$ cat src/rtl/oai222_x2_if.sv
// Self-test control and status bundle for the oai222_x2 cell wrapper.
// The master requests a run and the slave (the cell) reports its progress.
interface oai222_x2_if;
  logic bist_start;
  logic bist_busy;
  logic bist_done;
  logic bist_fail;

  modport master (
    output bist_start,
    input  bist_busy,
    input  bist_done,
    input  bist_fail
  );

  modport slave (
    input  bist_start,
    output bist_busy,
    output bist_done,
    output bist_fail
  );
endinterface

$ cat src/rtl/oai222_x2.sv
// OAI222 cell, ZN = ~((A1|A2)&(B1|B2)&(C1|C2)), with a registered output copy
// and an exhaustive 64-vector self-test that checks the core against a sum-of-products form.
module oai222_x2 (
  input  logic       clk,
  input  logic       rst_n,
  input  logic       A1,
  input  logic       A2,
  input  logic       B1,
  input  logic       B2,
  input  logic       C1,
  input  logic       C2,
  output logic       ZN,
  output logic       zn_q,
  oai222_x2_if.slave bist
);

  typedef enum logic {
    S_IDLE = 1'b0,
    S_RUN  = 1'b1
  } state_e;

  state_e     state_q, state_d;
  logic [5:0] cnt_q, cnt_d;
  logic       fail_q, fail_d;
  logic       busy;
  logic       done;
  logic [5:0] core_in;
  logic       core_zn;
  logic       ref_zn;

  assign busy = (state_q == S_RUN);
  assign done = busy && (cnt_q == 6'd63);

  // During self-test the counter drives the core as {A1,A2,B1,B2,C1,C2}.
  assign core_in = busy ? cnt_q : {A1, A2, B1, B2, C1, C2};

  assign core_zn = ~((core_in[5] | core_in[4]) &
                     (core_in[3] | core_in[2]) &
                     (core_in[1] | core_in[0]));

  assign ref_zn = (~core_in[5] & ~core_in[4]) |
                  (~core_in[3] & ~core_in[2]) |
                  (~core_in[1] & ~core_in[0]);

  assign ZN = core_zn;

  assign bist.bist_busy = busy;
  assign bist.bist_done = done;
  assign bist.bist_fail = fail_q;

  always_comb begin
    state_d = state_q;
    cnt_d   = cnt_q;
    fail_d  = fail_q;
    case (state_q)
      S_IDLE: begin
        if (bist.bist_start) begin
          state_d = S_RUN;
          cnt_d   = 6'd0;
          fail_d  = 1'b0;
        end
      end
      S_RUN: begin
        fail_d = fail_q | (core_zn != ref_zn);
        if (cnt_q == 6'd63) begin
          state_d = S_IDLE;
          cnt_d   = 6'd0;
        end else begin
          cnt_d = cnt_q + 6'd1;
        end
      end
      default: begin
        state_d = S_IDLE;
        cnt_d   = 6'd0;
      end
    endcase
  end

  always_ff @(posedge clk or negedge rst_n) begin
    if (!rst_n) begin
      state_q <= S_IDLE;
      cnt_q   <= 6'd0;
      fail_q  <= 1'b0;
      zn_q    <= 1'b0;
    end else begin
      state_q <= state_d;
      cnt_q   <= cnt_d;
      fail_q  <= fail_d;
      zn_q    <= core_zn;
    end
  end

endmodule

$ cat src/flat_wrapper.sv
// flat-port wrapper written by rule: the top's interface ports become plain ports
module oai222_x2_flat 
  (clk, rst_n, A1, A2, B1, B2, C1, C2, ZN, zn_q, bist_bist_start, bist_bist_busy, bist_bist_done, bist_bist_fail);
  oai222_x2_if bist_i ();
  input  logic clk;
  input  logic rst_n;
  input  logic A1;
  input  logic A2;
  input  logic B1;
  input  logic B2;
  input  logic C1;
  input  logic C2;
  output logic ZN;
  output logic zn_q;
  input wire logic [$bits(bist_i.bist_start)-1:0] bist_bist_start;
  output wire logic [$bits(bist_i.bist_busy)-1:0] bist_bist_busy;
  output wire logic [$bits(bist_i.bist_done)-1:0] bist_bist_done;
  output wire logic [$bits(bist_i.bist_fail)-1:0] bist_bist_fail;
  assign bist_i.bist_start = bist_bist_start;
  assign bist_bist_busy = bist_i.bist_busy;
  assign bist_bist_done = bist_i.bist_done;
  assign bist_bist_fail = bist_i.bist_fail;
  oai222_x2 u_core (.clk(clk), .rst_n(rst_n), .A1(A1), .A2(A2), .B1(B1), .B2(B2), .C1(C1), .C2(C2), .ZN(ZN), .zn_q(zn_q), .bist(bist_i));
endmodule
$ cat config.mk
export PLATFORM = sky130hd
export DESIGN_NAME = oai222_x2_flat
export DESIGN_NICKNAME = d
export VERILOG_FILES = /design/src/rtl/oai222_x2_if.sv /design/src/rtl/oai222_x2.sv /design/src/flat_wrapper.sv
export SDC_FILE = /design/constraint.sdc
export NUM_CORES = 1
export LEC_CHECK = 0
export CORE_AREA = 2 2 39 41
export CTS_BUF_LIST = sky130_fd_sc_hd__clkbuf_16
export DETAILED_ROUTE_END_ITERATION = 8
export DIE_AREA = 0 0 41 43
export PLACE_DENSITY = 0.72
export SETUP_SLACK_MARGIN = 0.15
export SKIP_CTS_REPAIR_TIMING = 1
export SLEW_MARGIN = 20
export SYNTH_ARGS = -nofsm -noshare
export SYNTH_HDL_FRONTEND = slang
export SYNTH_SLANG_ARGS = --single-unit
$ cat constraint.sdc
create_clock -name clk -period 3.25 [get_ports clk]
set_input_delay 0.65 -clock clk [delete_from_list [all_inputs] [get_ports clk]]
set_output_delay 0.65 -clock clk [all_outputs]
set_load 0.005 [all_outputs]
==> summary.md, run 1 <==
| Metric | Value |
|---|---|
| Status | completed |
| Comb pwr share | 34.5% |
| Clk Latency, worst-skew pair | 230 ps |
| Commonest non-fill, non-tap cells in the layout | clkdlybuf4s50_1 (13), dfrtp_1 (9), nand3_1 (7), nor2_1 (7) |
| WP data required | 2600 ps |
| Setup TNS | 0 ps |
| Hpwl dp | 804 um |
| Port Buffers | 13 |
| Final ANT Viol Nets | 0 |
| Slew Limit Headroom | 73.0% |
| Switch share | 32.8% |
| Synth Area in Adders | 2.62% |
| Synth Area in Compound Gates | 15.0% |
| Remaining DRCs | 0 |
| Initial antenna violation count | 0 |
| Post-synthesis mux area share | 2.10% |
| Root Buffer | clkbuf_16 |
| Maxcap violations | 0 |
| Peak supply drop | 0.363 mV |
| RSZ-0062 raised after global routing | false |
| Area of the core | 0.00138 mm^2 |
| Initial Util | 34.4% |
| CTS tree | yes |
| FP Rows | 14 |
| Combinational family with the most area after synthesis | simple AND/OR/NAND/NOR gates |
| Die Span Y | 43 um |
| Pin count of the biggest net entering global routing | 12 |
| Fillers | 134 |
| First-pass GRT wire length | 1820 um |
| Register area share after synthesis | 47.2% |
| Synth Net Count | 62 |
| Total chip power | 0.000670 W |
| Max H-tree Level | 1 |
| Vias in the first global route | 421 |
| Mean Syn Cell Area | 9.17 um^2 |
| Post-synthesis xor/xnor area fraction | 1.84% |
| Reg clk slew, reported paths | 40 ps |
| Final Setup Violations | 0 |
| Synthesized flop and latch total | 9 |
| Post-synthesis instance total | 52 |
| Remaining global-route overflow | 0 |
| GP Congestion | 0.746 |
| Ant diodes | 0 |
| Critical path class | input pin to output port |
| P_sw | 0.000219 W |
| Vias per inst | 5.23 |
| P per Cell Area | 983 mW/mm^2 |
| Share of layout cells above drive strength 1 | 9.09% |
| Pin slew with the least headroom to its limit | 404 ps |
| Max frequency | 0.386 GHz |
| Final Critical Period | 2590 ps |
| Most common cell after layout, fill and taps aside | clkdlybuf4s50_1 |
| Place WS | 673 ps |
| Area Growth Syn to Fin | 43.0% |
| Clock power frac | 31.7% |
| Synth top area share | 47.2% |
| DR vias | 429 |
| Endpoints failing hold | 0 |
| Period utilization | 79.7% |
| Area leader, netlist | dfrtp_1 |
| Worst-case clock buffer depth | 2 |
| Synth cell types | 26 |
| Worst setup EP type | output port |
| Leak Pwr | 0.282 nW |
| Final nets | 77 |
| Internal | 0.000451 W |
| Area contributors post-synth | dfrtp_1 (47%), nand3_1 (7.3%), nor2_1 (5.5%) |
| CTS Buf Count | 3 |
| Simple-Gate Fraction of Synth Area | 23.9% |
| Post-Route Skew | 3.26 ps |
| Drt wl/cell | 13.6 um |
| Max-slew violation count | 0 |
| Tightest Hold Check Type | register to register |
| Crit-path max FO | 2 |
| Die ar. | 0.00176 mm^2 |
| Post-Syn Area | 477 um^2 |
| Ports | 14 |
| Crit path DAT | 1940 ps |
| YS warnings | 0 |
| Initial DRC count | 8 |
| Die Span X | 41 um |
| Final WS setup | 659 ps |
| Drt first pass iters | 4 |
| # clock sinks | 9 |
| GRT Overall Usage | 15.8% |
| CP startpoint kind | input pin |
| Sequential Power Share | 33.8% |
| Routed WL | 1110 um |
[Yosys cell counts, drive strengths merged]
library cell	n
o2111ai	1
and2	1
nor3	3
a31o	1
clkbuf	2
a22oi	1
ha	1
nand2	4
o22ai	2
mux2i	1
a21oi	1
or4	1
nand4	1
xnor2	1
o21ai	1
a21boi	1
nor2	7
inv	3
buf	1
o311ai	1
dfrtp	9
o31ai	1
nand3	7
[state kept, by name, summed over array words and instances (netlist names)]
signal                 count
u_core.bist.bist_busy      1
u_core.zn_q                1
u_core.cnt_q               6
u_core.bist.bist_fail      1
[metal layers]
layer  global-route usage [%]  routed length, um  part of all wire, %  vias up
met3                     5.24                 33                  3.0        2
met2                     22.8                565                   51        8
li1                         -                  -                    -      214
met4                     10.0                 14                  1.3        0
met5                        0                  0                    0        -
met1                     19.1                500                   45      205
[per-stage QoR]
stage / area, um^2 / util [%] / hold slack, ps / cells
2_1_floorplan: 477 / - / 354 / 52
3_3_place_gp: 603 / 43.6 / 520 / 78
3_5_place_dp: 603 / 43.6 / 532 / 78
4_1_cts: 682 / 49.3 / 537 / 82
5_1_grt: 682 / 49.3 / 543 / 82
6_report: 682 / 49.3 / 532 / 82
[power by group through the flow]
stage	registers (W)	logic, W	clock network (W)
after floorplan	0.000200	0.000182	0
after global placement	0.000224	0.000224	0
after detailed placement	0.000228	0.000229	0
after CTS	0.000226	0.000233	0.000216
after global routing	0.000237	0.000263	0.000224
final	0.000227	0.000231	0.000212
[worst max-delay path: stages]
cell,delay (ps)
clkdlybuf4s50_1,400
o22ai_1,180
nor3_1,60
nor2_1,130
clkdlybuf4s50_1,520
[final cells by class]
class / instances / area (um^2) / share of cell area, %
tap: 16 / 20.0 / 2.94
inverter: 3 / 11.3 / 1.65
multi-input combinational: 37 / 216 / 31.7
timing repair buffer: 13 / 130 / 19.1
clock buffer: 3 / 75.1 / 11.0
clock inverter: 1 / 3.75 / 0.550
sequential: 9 / 225 / 33.0
[cell families after synthesis]
logic type      after synthesis
simple gates                 24
compound gates               10
flops                         9
buf+inv                       6
xor+xnor                      1
mux                           1
fa+ha+maj                     1
[final timing paths]
| check | endpoint | startpoint | depth (start not counted) | slack (ps) |
|---|---|---|---|---|
| max | ZN | A1 | 5 | 660 |
| min | u_core.bist.bist_fail | u_core.bist.bist_fail | 1 | 530 |
| max reg2reg | u_core.cnt_q[3] | u_core.cnt_q[0] | 4 | 1890 |
| min reg2reg | u_core.bist.bist_fail | u_core.bist.bist_fail | 1 | 530 |
| max in group asynchronous | u_core.bist.bist_fail | rst_n | 1 | 2250 |
| min in group asynchronous | u_core.bist.bist_busy | rst_n | 1 | 710 |
(Power assumes the default switching activity.)
==> run 2: changes to the inputs <==
clock period = 2.4 ns   (was 3.25 ns; I/O delays follow)
==> run 2 against run 1 <==
  * Clock-buffer cell count unchanged
  * Core utilization up 2.4 points
  * Global-route usage grew 0.67 points
  * Flip-flop and latch count unchanged
  * Final area is 4.8% higher
  * Combinational power grew 50%
==> summary.md, run 2 (synthesized netlist as in run 1, its figures left out) <==
| Metric | Value |
|---|---|
| Status | completed (unchanged) |
| Worst-case clock buffer depth | 2 (unchanged) |
| Tightest Hold Check Type | register to register (unchanged) |
| Die Span Y | 43 um (unchanged) |
| Final Critical Period | 2190 ps |
| Leak Pwr | 0.301 nW (was 0.282 nW) |
| Initial Util | 34.4% (unchanged) |
| Max frequency | 0.457 GHz |
| Period utilization | 91.3% |
| Reg clk slew, reported paths | 40 ps (about the same) |
| Placed Cells | 79 (was 78) |
| Ant diodes | 0 (unchanged) |
| Die ar. | 0.00176 mm^2 (unchanged) |
| Remaining DRCs | 0 (unchanged) |
| Area of the core | 0.00138 mm^2 (unchanged) |
| CP startpoint kind | register (was input pin) |
| Remaining global-route overflow | 0 (unchanged) |
| Vias in the first global route | 447 (was 421) |
| RSZ-0062 raised after global routing | true (was false) |
| Crit-path max FO | 5 (was 2) |
| CTS tree | yes (unchanged) |
| Ports | 14 (unchanged) |
| Setup TNS | 0 ps (unchanged) |
| GRT Overall Usage | 16.5% (was 15.8%) |
| Max FFs per register | 6 (unchanged) |
| Endpoints failing hold | 0 (unchanged) |
| Post-Route Skew | 4.00 ps (was 3.26 ps) |
| Area Growth Syn to Fin | 49.9% (was 43.0%) |
| Maxcap violations | 0 (unchanged) |
| Root Buffer | clkbuf_16 (unchanged) |
| Routed WL | 1150 um (was 1110 um) |
| FP Rows | 14 (unchanged) |
| Drt wl/cell | 13.7 um (was 13.6 um) |
| GP Congestion | 0.745 (was 0.746) |
| # clock sinks | 9 (unchanged) |
| Register with the most flip-flops | u_core.cnt_q (unchanged) |
| Crit path DAT | 1710 ps (was 1940 ps) |
| Worst setup EP type | output port (unchanged) |
| Vias per inst | 5.45 (was 5.23) |
| Final ANT Viol Nets | 0 (unchanged) |
| Most common cell after layout, fill and taps aside | clkdlybuf4s50_1 (unchanged) |
| WP data required | 1920 ps (was 2600 ps) |
| Drt first pass iters | 4 (unchanged) |
| Port Buffers | 13 (unchanged) |
| Commonest non-fill, non-tap cells in the layout | clkdlybuf4s50_1 (12), dfrtp_1 (8), nand3_1 (7), nor2_1 (7) (was clkdlybuf4s50_1 (13), dfrtp_1 (9), nand3_1 (7), nor2_1 (7)) |
| P per Cell Area | 1310 mW/mm^2 (was 983 mW/mm^2) |
| DR vias | 458 (was 429) |
| Peak supply drop | 0.486 mV (was 0.363 mV) |
| Min Hold Slack | 517 ps (was 532 ps) |
| Final Setup Violations | 0 (unchanged) |
| Hpwl dp | 789 um (was 804 um) |
| Clk Latency, worst-skew pair | 240 ps (was 230 ps) |
| Initial DRC count | 22 (was 8) |
| Cell Count, Final, Fillers Out | 84 (was 82) |
| CTS Buf Count | 3 (unchanged) |
| Slew Limit Headroom | 71.9% (was 73.0%) |
| Initial antenna violation count | 0 (unchanged) |
| Pin count of the biggest net entering global routing | 12 (unchanged) |
| Max H-tree Level | 1 (unchanged) |
| Share of layout cells above drive strength 1 | 17.6% (was 9.09%) |
| First-pass GRT wire length | 1900 um (was 1820 um) |
| Critical path class | register to output port (was input pin to output port) |
| Max-slew violation count | 0 (unchanged) |
| Pin slew with the least headroom to its limit | 420 ps (was 404 ps) |
| Final nets | 79 (was 77) |
| Die Span X | 41 um (unchanged) |
## run 2: path summary, 6_finish.rpt
check                                 from                    end  slack (ps)  cells after the start
setup / recovery           u_core.cnt_q[0]         bist_bist_done         210                      4
hold / removal             u_core.cnt_q[0]        u_core.cnt_q[0]         520                      1
setup reg to reg           u_core.cnt_q[0]        u_core.cnt_q[3]        1110                      4
hold reg to reg            u_core.cnt_q[0]        u_core.cnt_q[0]         520                      1
max in group asynchronous            rst_n        u_core.cnt_q[0]        1530                      1
min in group asynchronous            rst_n  u_core.bist.bist_fail         550                      1
## run 2: worst max-delay path, cell delays in order (launching register included)
cell,delay (ps)
dfrtp_2,390
ha_2,240
nand3_1,140
nor3_2,170
clkdlybuf4s50_1,540
## run 2: power by group
group	switching (W)	total, W	internal (W)
sequential	0.0000828	0.000302	0.000220
clock	0.0000724	0.000290	0.000218
combinational	0.000151	0.000346	0.000195
## run 2: final cells by class
cell class / count / area (um^2)
Inverter: 3 / 11.3
Multi-Input combinational cell: 37 / 230
Fill cell: 127 / 669
Timing Repair Buffer: 15 / 148
Sequential cell: 9 / 226
Tap cell: 16 / 20.0
Clock inverter: 1 / 3.75
Clock buffer: 3 / 75.1
## run 2: metal layers
layer / global-route usage [%] / wire length (um) / vias up
li1: - / - / 221
met4: 14.0 / 38 / 0
met1: 19.7 / 479 / 218
met5: 0 / 0 / -
met2: 22.8 / 587 / 15
met3: 4.71 / 49 / 4
## run 2: through the flow
| step | power, W | instance area [um^2] | util (%) | setup WS, ps |
|---|---|---|---|---|
| finish | 0.000939 | 714 | 51.6 | 210 |
| global route | 0.00101 | 714 | 51.6 | 119 |
| CTS | 0.000916 | 689 | 49.8 | 39.8 |
| detailed placement | 0.000622 | 611 | 44.1 | 186 |
| global placement | 0.000611 | 611 | 44.1 | 216 |
| floorplan | 0.000517 | 477 | - | 923 |
